`config.mk`:
```
export PLATFORM = sky130hd
export DESIGN_NAME = tinyqv_instr_fetch_responder
export DESIGN_NICKNAME = d
export VERILOG_FILES = /design/src/rtl/tinyqv_fetch_pkg.sv /design/src/rtl/tinyqv_instr_fetch_responder.sv
export SDC_FILE = /design/constraint.sdc
export NUM_CORES = 1
export LEC_CHECK = 0
export CAP_MARGIN = 30
export CORE_UTILIZATION = 44
export CTS_CLUSTER_SIZE = 8
export DETAILED_ROUTE_END_ITERATION = 10
export DONT_BUFFER_PORTS = 1
export GPL_TIMING_DRIVEN = 0
export PLACE_DENSITY = 0.66
export SYNTH_ARGS = -nofsm -noshare
export SYNTH_HDL_FRONTEND = slang
export SYNTH_SLANG_ARGS = --single-unit
```
`constraint.sdc`:
```
create_clock -name clk -period 2.15 [get_ports clk]
set_input_delay 0.215 -clock clk [delete_from_list [all_inputs] [get_ports clk]]
set_output_delay 0.215 -clock clk [all_outputs]
set_load 0.005 [all_outputs]
```
`src/rtl/tinyqv_fetch_pkg.sv`:
```
// rtl/tinyqv_fetch_pkg.sv - shared types and constants for the instruction-fetch responder
package tinyqv_fetch_pkg;

  localparam int ADDR_BITS_DEFAULT = 23;
  localparam int HALFWORD_INC      = 1;

  typedef enum logic [2:0] {
    ST_IDLE,
    ST_REQ,
    ST_DELIVER,
    ST_GAP,
    ST_DRAIN
  } fetch_state_e;

endpackage

```
`src/rtl/tinyqv_instr_fetch_responder.sv`:
```
// rtl/tinyqv_instr_fetch_responder.sv - streams halfwords to the CPU, one memory read at a time
module tinyqv_instr_fetch_responder
  import tinyqv_fetch_pkg::*;
#(
  parameter int ADDR_BITS = ADDR_BITS_DEFAULT
) (
  input  logic                 clk,
  input  logic                 rst,
  input  logic [ADDR_BITS-1:0] instr_addr,
  input  logic                 instr_fetch_restart,
  input  logic                 instr_fetch_stall,
  output logic                 instr_fetch_started,
  output logic                 instr_fetch_stopped,
  output logic [15:0]          instr_data_out,
  output logic                 instr_ready,
  output logic [ADDR_BITS-1:0] mem_addr,
  output logic                 mem_req,
  output logic                 mem_seq,
  input  logic                 mem_ack,
  input  logic [15:0]          mem_rdata
);

  fetch_state_e         state_q;
  logic [ADDR_BITS-1:0] fa_q;
  logic [ADDR_BITS-1:0] fa_d;
  logic [ADDR_BITS-1:0] addr_q;
  logic [15:0]          data_q;
  logic                 started_q;
  logic                 stopped_q;
  logic                 ready_q;
  logic                 req_q;
  logic                 seq_q;

  assign fa_d = fa_q + ADDR_BITS'(HALFWORD_INC);

  always_ff @(posedge clk) begin
    if (rst) begin
      state_q   <= ST_IDLE;
      fa_q      <= '0;
      addr_q    <= '0;
      data_q    <= '0;
      started_q <= 1'b0;
      stopped_q <= 1'b0;
      ready_q   <= 1'b0;
      req_q     <= 1'b0;
      seq_q     <= 1'b0;
    end else begin
      started_q <= 1'b0;
      stopped_q <= 1'b0;
      ready_q   <= 1'b0;
      case (state_q)
        ST_IDLE: begin
          if (instr_fetch_restart) begin
            fa_q      <= instr_addr;
            addr_q    <= instr_addr;
            req_q     <= 1'b1;
            seq_q     <= 1'b0;
            started_q <= 1'b1;
            state_q   <= ST_REQ;
          end
        end
        ST_REQ: begin
          // The CPU cannot have seen started yet, so a restart in that cycle is stale.
          if (instr_fetch_restart && !started_q) begin
            if (mem_ack) begin
              req_q   <= 1'b0;
              seq_q   <= 1'b0;
              state_q <= ST_IDLE;
            end else begin
              state_q <= ST_DRAIN;
            end
          end else if (mem_ack) begin
            data_q  <= mem_rdata;
            fa_q    <= fa_d;
            req_q   <= 1'b0;
            seq_q   <= 1'b0;
            ready_q <= 1'b1;
            state_q <= ST_DELIVER;
          end
        end
        ST_DELIVER: begin
          state_q <= instr_fetch_restart ? ST_IDLE : ST_GAP;
        end
        ST_GAP: begin
          if (instr_fetch_restart) begin
            state_q <= ST_IDLE;
          end else if (instr_fetch_stall) begin
            stopped_q <= 1'b1;
            state_q   <= ST_IDLE;
          end else begin
            req_q   <= 1'b1;
            addr_q  <= fa_q;
            // A wrapped address is not contiguous with the previous read.
            seq_q   <= (fa_q != '0);
            state_q <= ST_REQ;
          end
        end
        ST_DRAIN: begin
          if (mem_ack) begin
            req_q   <= 1'b0;
            seq_q   <= 1'b0;
            state_q <= ST_IDLE;
          end
        end
        default: state_q <= ST_IDLE;
      endcase
    end
  end

  assign instr_fetch_started = started_q;
  assign instr_fetch_stopped = stopped_q;
  assign instr_data_out      = data_q;
  assign instr_ready         = ready_q;
  assign mem_addr            = addr_q;
  assign mem_req             = req_q;
  assign mem_seq             = seq_q;

endmodule
```
# Word-level counts from Yosys, hierarchy flattened
# Index checks and enable logic that the tools add are counted.
classes:
  add_sub_neg: 1
  n_eq_ne: 12
  muxes: 28
  n_bitwise: 4
  reduce_logical: 16
ops:
  columns: ["cell", "count"]
  rows:
  - ["23-bit two-way mux", 5]
  - ["23-bit one-hot mux with 2 select lines", 2]
  - ["23-bit by 1-bit adder with 23-bit output, second input constant", 1]
  - ["23-bit nonzero test", 1]
  - ["3-bit two-way mux", 5]
  - ["3-bit one-hot mux with 5 select lines", 1]
  - ["1-bit two-way mux", 12]
  - ["2-bit != test, second input constant", 6]
  - ["4-bit AND reduction", 2]
  - ["3-bit by 2-bit equality test with 1-bit output, second input constant", 2]
  - ["1-bit one-hot mux with 3 select lines", 2]
  - ["3-bit AND reduction", 2]
  - ["3-bit OR reduction", 2]
  - ["5-bit AND reduction", 1]
  - ["1-bit inverter", 4]
  - ["2-bit nonzero test", 2]
  - ["2-bit OR reduction", 2]
  - ["3-bit by 1-bit equality test with 1-bit output, second input constant", 1]
  - ["3-bit equality test, second input constant", 1]
  - ["3-bit logical NOT", 1]
  - ["3-bit != test, second input constant", 1]
  - ["3-bit nonzero test", 1]
  - ["2-bit two-way mux", 1]
  - ["2-bit by 1-bit != test with 1-bit output, second input constant", 1]
  - ["2 further kinds", 2]
word_totals:
  ff_bits: 70
  in_bits: 44
  out_inout_bits: 44
  word_cells: 70

# Longest topological paths before layout
# Gate-level depths: netlist of run 1.
depth:
  depth_word: 4
  ltp_mapped: 8
  ltp_nobuf: 7

# Worst setup path after synthesis of run 1
# Ideal clock, no wire load.
synth_path:
  kind: "reg2reg"
  start: "register fa_q[0]"
  end: "register fa_q[22]"
  setup_time_ns: 0.074
  arrival_time_ns: 1.638
  required_time_ns: 2.076
  path_slack_ns: 0.438
  stages_incl_launch_ff: 7
  n_path_buf: 0
  synth_period_minus_slack_ns: 1.712
  path_cell_list: "dfxtp_1 -> ha_1 -> nand3_2 -> nor2_2 -> nand4_1 -> or4_1 -> a31oi_1"
synth_between:
  elab_chain_cells: 4
synth_rtl:
  columns: ["item", "line", "rtl"]
  rows:
  - ["start: declaration", "tinyqv_instr_fetch_responder.sv:24", "logic [ADDR_BITS-1:0] fa_q;"]
  - ["start signal: assignment", "tinyqv_instr_fetch_responder.sv:54", "fa_q <= instr_addr;"]
  - ["23-bit by 1-bit adder with 23-bit output", "tinyqv_instr_fetch_responder.sv:34", "assign fa_d = fa_q + ADDR_BITS'(HALFWORD_INC);"]
  - ["23-bit two-way mux", "tinyqv_instr_fetch_responder.sv:72", "end else if (mem_ack) begin"]
  - ["23-bit two-way mux", "tinyqv_instr_fetch_responder.sv:64", "if (instr_fetch_restart && !started_q) begin"]
  - ["23-bit one-hot mux with 2 select lines", "tinyqv_instr_fetch_responder.sv:51", "case (state_q)"]
# Every way passes these cells. The select of a mux whose other input is x is not followed.
# A chain may end at the register's enable or synchronous reset.

# Worst setup path in the final report of run 1
layout_path:
  start: "register started_q, in the netlist instr_fetch_started"
  end: "register fa_q[22]"
layout_between:
  elab_chain_cells: 4
layout_rtl:
  columns: ["item", "line", "rtl"]
  rows:
  - ["start: declaration", "tinyqv_instr_fetch_responder.sv:28", "logic started_q;"]
  - ["start signal: assignment", "tinyqv_instr_fetch_responder.sv:42", "started_q <= 1'b0;"]
  - ["start signal: assignment", "tinyqv_instr_fetch_responder.sv:48", "started_q <= 1'b0;"]
  - ["start signal: assignment", "tinyqv_instr_fetch_responder.sv:58", "started_q <= 1'b1;"]
  - ["1-bit logical NOT", "tinyqv_instr_fetch_responder.sv:64", null]
  - ["1-bit logical AND", "tinyqv_instr_fetch_responder.sv:64", null]
  - ["2-bit != test (no line)", null, null]
  - ["4-bit AND reduction (no line)", null, null]
# Every way passes these cells.

==> impl_metrics.tcl, run 1 <==
set metrics [dict create \
    status "finished clean" \
    r2r_start "instr_fetch_started" \
    fp.dieArea_mm2 0.00862 \
    drtAntennaViolNets 0 \
    regToRegEndpoint "fa_q[22]" \
    area_growth_pct 14.5 \
    critPathLaunchType "register" \
    initial_core_util_pct 46.3 \
    ctsHtreeMaxLevel 3 \
    setup_viol 0 \
    postCtsSetupBuffers 0 \
    grt_antenna_before_repair 0 \
    synth_area_mm2 0.00363 \
    hpwlAfterDp_um 7360 \
    cap_violations 0 \
    clockBufferDepth 2 \
    final.fill_count 746 \
    criticalPathCategory "register to register" \
    clkLatencyLatePin_ns 0.35 \
    gp_congestion 0.943 \
    wire_per_inst_um 18.1 \
    via_per_inst 6.02 \
    p_per_area_mw_per_mm2 924 \
    slew_headroom_pct 57.5 \
    synthCells 445 \
    fin_cells 578 \
    report.final.slew_viol_count 0 \
    tns_ns 0 \
    core_mm2 0.00785 \
    leakage_nw 1.61 \
    max_stage_delay_ns 0.53 \
    path_cells "nand2b_1, nand2_1, a2111oi_2, clkbuf_4, mux2i_1, a31oi_1" \
    port_buffers 0 \
    numCtsBuffers 9 \
    worstHoldPathCells 2 \
    ios 88 \
    hold_path_class "input pin to register" \
    synth-seq-area-share_pct 38.6 \
    syn_nets 491 \
    multi_input_area_mm2 0.00202 \
    diodes 0 \
    ff2ff_path_depth 6 \
    critPathRequiredTime_ns 2.36 \
    fmax_ghz 0.500 \
    fin_util_pct 52.9 \
    fp.dieW_um 92.8 \
    overflow 0 \
    dpl.cell_count 547 \
    ys_ff_latch 70 \
    firstDrtPassIters 5 \
    cts_tree "yes" \
    hold_viol 0 \
    hold_end "instr_data_out[0]" \
    fin_crit_ns 2.00 \
    layout-drive-gt1-share_pct 13.4 \
    hold_start "mem_rdata[0]" \
    r2r_slack_ns 0.15 \
    tightest_slew_ns 0.637 \
    rows 32 \
    yosysUniqueCellTypes 56 \
    die_y_um 92.8 \
    grt_pass1_vias 3350 \
    end_kind "register" \
    yosysWarnings 0 \
    drc_errors 0 \
    slowest_stage "a2111oi_2" \
    route.vias.total 3478 \
    wirelength_um 10400 \
    clock_sinks 70 \
    grt_pass1_wl_um 16900 \
    power_mw 3.84 \
    grt_max_degree 12 \
    fin_crit_sh_pct 93.0 \
    dr.first_iter.drc_count 240 \
    irDropWorstVdd_mv 0.409 \
    seqCellArea_mm2 0.00140 \
    critPathMaxFanout 10 \
    cp_data_arrival_time_ns 2.21 \
    rsz0062_at_grt "false" \
    layout.nets 517 \
    root_buffer "clkbuf_8" \
    clock_skew_ns 0.0103 \
    whs_ns 0.0151 \
    avgSynthCellArea_um2 8.16 \
    clk_pin_slew_ns 0.07 \
    grt_usage_pct 25.5 \
]
## worst max path at each step
stage                         from        to  slack [ns]  cells after the start
3_5_place_dp               fa_q[0]  fa_q[22]        0.11                      6
4_1_cts                    fa_q[0]  fa_q[22]        0.10                      6
6_report       instr_fetch_started  fa_q[22]        0.15                      6
2_1_floorplan              fa_q[0]  fa_q[22]        0.44                      6
3_3_place_gp               fa_q[0]  fa_q[22]        0.12                      6
5_1_grt        instr_fetch_started  fa_q[22]        0.02                      6
## Yosys cell counts (all sizes together)
cell	instances	area (µm²)
a211oi	29	268
o22ai	2	12.5
o31ai	3	27.5
nand2b	6	37.5
a21o	4	30.0
nand2	60	225
nor4	9	71.3
a311oi	2	17.5
a41o	1	10.0
clkbuf	13	48.8
and2	3	18.8
or3b	1	8.76
o211ai	1	7.51
or3	4	25.0
inv	4	15.0
a32oi	4	35.0
o2bb2ai	2	17.5
mux2i	22	220
nand3	9	55.1
a32o	1	10.0
nor2b	2	12.5
nor2	57	216
dfxtp	70	1400
a2111o	1	11.3
o32a	3	30.0
nor3b	2	20.0
or2	3	18.8
o21ai	18	90.1
a31oi	7	43.8
a2111oi	2	23.8
o21a	2	15.0
a21oi	43	215
or4	2	15.0
nor4b	3	32.5
nand4	9	62.6
and3	3	18.8
nor3	6	35.0
ha	2	25.0
buf	27	155
o32ai	1	8.76
and4	2	17.5
## critical path, delay by kind of cell (launching register included)
family                 cells  cell delay, ns
multiplexers               1            0.22
AND/OR/NAND/NOR            2            0.31
buffers and inverters      1            0.34
flip-flops                 1            0.38
AO/OA/AOI/OAI              2            0.62
## flip-flops by register name, summed over array words and instances, names as in the netlist
register	flops
fa_q	23
instr_data_out	16
instr_fetch_started	1
instr_fetch_stopped	1
instr_ready	1
mem_addr	23
mem_req	1
mem_seq	1
state_q	3
## cell type report
cell class	instances	share of cell area, %
inverters	4	0.361
well taps	102	3.07
flip-flops and latches	70	33.7
plain buffers	40	4.97
clock buffers	13	4.07
multi-input cells	331	48.6
clock inverters	3	1.57
repair buffers	15	3.61
## routing by layer
metal / track usage, % / vias up / part of all wire, %
met5: 0 / - / 0
met4: 13.1 / 0 / 3.4
met3: 6.98 / 27 / 7.9
met2: 39.2 / 132 / 47
met1: 32.4 / 1654 / 42
li1: - / 1665 / -
## where the power goes
| part | total (mW) | leakage (nW) | switching [mW] | internal (mW) |
|---|---|---|---|---|
| logic | 0.955 | 0.919 | 0.579 | 0.376 |
| clock network | 1.24 | 0.120 | 0.497 | 0.748 |
| registers | 1.64 | 0.575 | 0.172 | 1.47 |
## what timing repair did
item,4_1_cts,5_1_grt
resized for setup,0,3
setup endpoints to repair,0,11
hold buffers,14,1
endpoints found under the hold margin,14,1
## cell usage in the layout, fill, tap and decap left out, types with 10 or more instances in the layout
master,Yosys,layout
a211oi_1,19,19
a211oi_2,10,10
a21oi_1,43,43
buf_2,22,21
clkbuf_1,13,14
clkbuf_8,0,12
dfxtp_1,70,70
dlygate4sd3_1,0,15
mux2i_1,22,22
nand2_1,60,60
nor2_1,56,56
o21ai_0,16,16
## metrics by stage
| stage | setup WS (ns) | instance area (µm²) |
|---|---|---|
| 5_1_grt | 0.0157 | 4160 |
| 4_1_cts | 0.103 | 4130 |
| 3_5_place_dp | 0.110 | 3760 |
| 3_3_place_gp | 0.116 | 3760 |
| 6_report | 0.150 | 4160 |
| 2_1_floorplan | 0.438 | 3630 |
## kinds of logic after synthesis
kind of cell	count (synthesis)	synth area share, %
muxes	22	6.07
buffers and inverters	44	6.03
DFF	70	38.6
and+or+nand+nor	181	24.5
AOI/OAI and AO/OA	126	24.1
adders and majority gates	2	0.689
No activity file was read; power rests on OpenSTA's default activity.
==> run 2: changes to the inputs <==
--- a/config.mk
+++ b/config.mk
@@ -6,6 +6,7 @@
 export NUM_CORES = 1
 export LEC_CHECK = 0
 export CAP_MARGIN = 30
+export CORE_ASPECT_RATIO = 1.5
 export CORE_UTILIZATION = 44
 export CTS_CLUSTER_SIZE = 8
 export DETAILED_ROUTE_END_ITERATION = 10
==> impl_metrics.tcl, run 2 (same netlist as run 1, synthesis figures left out) <==
set metrics [dict create \
    fin_cells 567 \
    grt_max_degree 13 \
    wirelength_um 10600 \
    core_mm2 0.00801 \
    fin_util_pct 51.3 \
    critPathLaunchType "register" \
    r2r_start "instr_fetch_started" \
    dr.first_iter.drc_count 196 \
    fp.dieW_um 76.2 \
    clock_skew_ns 0.00278 \
    dpl.cell_count 550 \
    clkLatencyLatePin_ns 0.34 \
    grt_pass1_vias 3311 \
    gp_congestion 0.932 \
    leakage_nw 1.59 \
    area_growth_pct 13.1 \
    cts_tree "yes" \
    regToRegEndpoint "fa_q[22]" \
    end_kind "register" \
    grt_antenna_before_repair 0 \
    setup_viol 0 \
    ios 88 \
    die_y_um 113 \
    postCtsSetupBuffers 0 \
    root_buffer "clkbuf_16" \
    hold_end "instr_data_out[1]" \
    drtAntennaViolNets 0 \
    grt_usage_pct 25.2 \
    rsz0062_at_grt "false" \
    diodes 0 \
    fin_crit_ns 1.99 \
    numCtsBuffers 9 \
    r2r_slack_ns 0.16 \
    irDropWorstVdd_mv 0.471 \
    criticalPathCategory "register to register" \
    clk_pin_slew_ns 0.06 \
    ff2ff_path_depth 6 \
    critPathMaxFanout 10 \
    hold_start "mem_rdata[1]" \
    slew_headroom_pct 57.4 \
    hpwlAfterDp_um 7650 \
    report.final.slew_viol_count 0 \
    cp_data_arrival_time_ns 2.19 \
    grt_pass1_wl_um 16900 \
    wire_per_inst_um 18.8 \
    rows 40 \
    via_per_inst 5.99 \
    route.vias.total 3395 \
    layout-drive-gt1-share_pct 14.1 \
    most-common-layout-cells "dfxtp_1, nand2_1, nor2_1" \
    worstHoldPathCells 2 \
    overflow 0 \
    drc_errors 0 \
    hold_path_class "input pin to register" \
    port_buffers 0 \
    fmax_ghz 0.503 \
    layout.nets 503 \
    clockBufferDepth 2 \
    mostFrequentLayoutCell "dfxtp_1" \
    p_per_area_mw_per_mm2 1020 \
    fin_crit_sh_pct 92.5 \
    clock_sinks 70 \
    hold_viol 0 \
    ctsHtreeMaxLevel 3 \
    fp.dieArea_mm2 0.00862 \
    firstDrtPassIters 4 \
    critPathRequiredTime_ns 2.35 \
    tns_ns 0 \
    status "finished clean" \
    cap_violations 0 \
    initial_core_util_pct 45.3 \
    tightest_slew_ns 0.639 \
]
## run 2: cell count changes in the layout (fill, tap and decap cells not counted), moves of 2 or more
cell / before / now
clkbuf_8: 12 / 1
clkbuf_16: 0 / 9
dlygate4sd3_1: 15 / 1
clkinvlp_4: 0 / 2
## run 2: repair_timing
| action | 4_1_cts | 5_1_grt |
|---|---|---|
| gates resized for setup | 0 | 3 |
| endpoints found under the setup margin | 0 | 11 |
| hold endpoints to repair | 1 | 0 |
| hold buffers | 1 | 0 |
## run 2: through the flow
| step | worst slack (ns) | power [mW] | cell area, µm² | hold WS (ns) |
|---|---|---|---|---|
| CTS | 0.0747 | 4.20 | 4100 | 0.00357 |
| floorplan | 0.438 | 2.33 | 3630 | 0.305 |
| global route | 0.0351 | 4.40 | 4110 | 0.00297 |
| detailed placement | 0.0995 | 2.59 | 3760 | 0.313 |
| finish | 0.161 | 4.20 | 4110 | 0.0101 |
| global placement | 0.135 | 2.56 | 3760 | 0.313 |
## run 2: metal layers
layer / GRT usage (%) / wire, µm
met3: 6.61 / 663
met2: 44.7 / 5540
met1: 27.8 / 4230
met5: 0 / 0
met4: 12.6 / 202
## run 2: final cells by class
type                       count  area [µm²]
clock inverter                 6        85.1
inverter                       4        15.0
clock buffer                  10         239
fill                         778        3900
multi-input combinational    331        2020
timing repair buffer           1        10.0
tap                          105         131
sequential                    70        1400
buffer                        40         204
## run 2: worst max path at each step
stage	end	cells past startpoint	start
floorplan	fa_q[22]	6	fa_q[0]
global placement	instr_data_out[12]	6	state_q[0]
detailed placement	instr_data_out[11]	6	state_q[0]
CTS	instr_data_out[2]	7	state_q[0]
global route	fa_q[1]	6	instr_fetch_started
finish	fa_q[22]	6	instr_fetch_started
## run 2: critical path, stage by stage, from the launching register on
cell	delay, ns
dfxtp_1	0.37
nand2b_1	0.20
nand2_1	0.11
a2111oi_2	0.51
buf_2	0.34
mux2i_1	0.22
a31oi_1	0.09
## run 2: report_power, final
part           internal [mW]  leakage, nW  switching, mW
clock                   1.04        0.154          0.577
sequential              1.47        0.575          0.176
combinational          0.357        0.860          0.577
==> run 3: changes to the inputs <==
--- a/config.mk
+++ b/config.mk
@@ -7,12 +7,12 @@
 export LEC_CHECK = 0
 export CAP_MARGIN = 30
 export CORE_ASPECT_RATIO = 1.5
-export CORE_UTILIZATION = 44
+export CORE_UTILIZATION = 48
 export CTS_CLUSTER_SIZE = 8
 export DETAILED_ROUTE_END_ITERATION = 10
 export DONT_BUFFER_PORTS = 1
 export GPL_TIMING_DRIVEN = 0
-export PLACE_DENSITY = 0.66
+export PLACE_DENSITY = 0.7
 export SYNTH_ARGS = -nofsm -noshare
 export SYNTH_HDL_FRONTEND = slang
 export SYNTH_SLANG_ARGS = --single-unit
==> impl_metrics.tcl, run 3 (same netlist as run 1, synthesis figures left out) <==
set metrics [dict create \
    r2r_slack_ns 0.14 \
    slew_headroom_pct 57.5 \
    initial_core_util_pct 49.9 \
    core_mm2 0.00727 \
    fmax_ghz 0.498 \
    tightest_slew_ns 0.637 \
    firstDrtPassIters 5 \
    grt_antenna_before_repair 0 \
    fin_crit_sh_pct 93.4 \
    dpl.cell_count 545 \
    drc_errors 0 \
    hold_viol 0 \
    ios 88 \
    dr.first_iter.drc_count 345 \
    port_buffers 0 \
    p_per_area_mw_per_mm2 908 \
    fp.dieW_um 73 \
    grt_pass1_vias 3360 \
    clk_pin_slew_ns 0.08 \
    via_per_inst 6.08 \
    drtAntennaViolNets 0 \
    wirelength_um 10700 \
    critPathMaxFanout 10 \
    numCtsBuffers 9 \
    leakage_nw 1.61 \
    wire_per_inst_um 18.5 \
    diodes 0 \
    area_growth_pct 14.8 \
    gp_congestion 0.951 \
    postCtsSetupBuffers 0 \
    fin_cells 579 \
    fin_ws_ns 0.143 \
    grt_pass1_wl_um 16600 \
    cts_tree "yes" \
    critPathLaunchType "register" \
    fin_util_pct 57.3 \
    fin_crit_ns 2.01 \
    power_mw 3.78 \
    most-common-layout-cells "dfxtp_1, nand2_1, nor2_1" \
    final_cell_area_mm2 0.00417 \
    tns_ns 0 \
    placed_cell_area_mm2 0.00375 \
    rsz0062_at_grt "false" \
    status "finished clean" \
    whs_ns 0.0263 \
    grt_usage_pct 28.1 \
    clock_sinks 70 \
    criticalPathCategory "register to register" \
    fp.dieArea_mm2 0.00792 \
    root_buffer "clkbuf_8" \
    die_y_um 109 \
    clkLatencyLatePin_ns 0.36 \
    place_ws_ns 0.123 \
    layout.nets 520 \
    layout-drive-gt1-share_pct 13.4 \
    route.vias.total 3519 \
    grt_max_degree 12 \
    hpwlAfterDp_um 7520 \
    report.final.slew_viol_count 0 \
    cap_violations 0 \
    setup_viol 0 \
    overflow 0 \
    end_kind "register" \
    mostFrequentLayoutCell "dfxtp_1" \
    hold_path_class "input pin to register" \
    clockBufferDepth 2 \
    irDropWorstVdd_mv 0.668 \
    cp_data_arrival_time_ns 2.26 \
    rows 38 \
    critPathRequiredTime_ns 2.41 \
    clock_skew_ns 0.0127 \
    ctsHtreeMaxLevel 3 \
]
-- run 3: cell count changes in the layout (fill, tap and decap cells not counted), moves of 2 or more --
| cell | delta |
|---|---|
| dlygate4sd3_1 | +17 |
| clkbuf_8 | +9 |
| clkinvlp_4 | -2 |
| clkbuf_1 | +2 |
| clkbuf_16 | -9 |
-- run 3: final timing paths --
path              depth (start not counted)                  to                start
hold / removal                            2             fa_q[9]        instr_addr[9]
hold reg to reg                           2  instr_data_out[13]   instr_data_out[13]
setup reg to reg                          6             fa_q[5]  instr_fetch_started
setup / recovery                          6             fa_q[5]  instr_fetch_started
-- run 3: critical path: stages, from the launching register on --
cell and delay, ns:
dfxtp_1 0.39, nand2b_1 0.20, nand2_1 0.11, a2111oi_2 0.54, clkbuf_4 0.34, a21oi_1 0.09, a211oi_1 0.24
-- run 3: final cells by class --
type	count	area, µm²
sequential	70	1400
clock inverter	4	70.1
timing repair buffer	18	180
clock buffer	12	145
tap	100	125
multi-input combinational	331	2020
fill	697	3110
buffer	40	206
inverter	4	15.0
-- run 3: timing repair --
action | 4_1_cts | 5_1_grt
hold buffers | 18 | 0
gates resized for setup | 0 | 4
setup endpoints to repair | 0 | 14
hold endpoints to repair | 18 | 0
-- run 3: metal layers --
layer / track usage, % / routed length, µm / vias to the layer above
met5: 0 / 0 / -
li1: - / - / 1673
met4: 12.6 / 304 / 0
met2: 48.9 / 5490 / 147
met1: 30.9 / 4200 / 1675
met3: 8.29 / 729 / 24
-- run 3: where the power goes --
| part | internal [mW] | switching, mW |
|---|---|---|
| registers | 1.47 | 0.177 |
| clock network | 0.682 | 0.492 |
| logic | 0.381 | 0.583 |
| total | 2.53 | 1.25 |
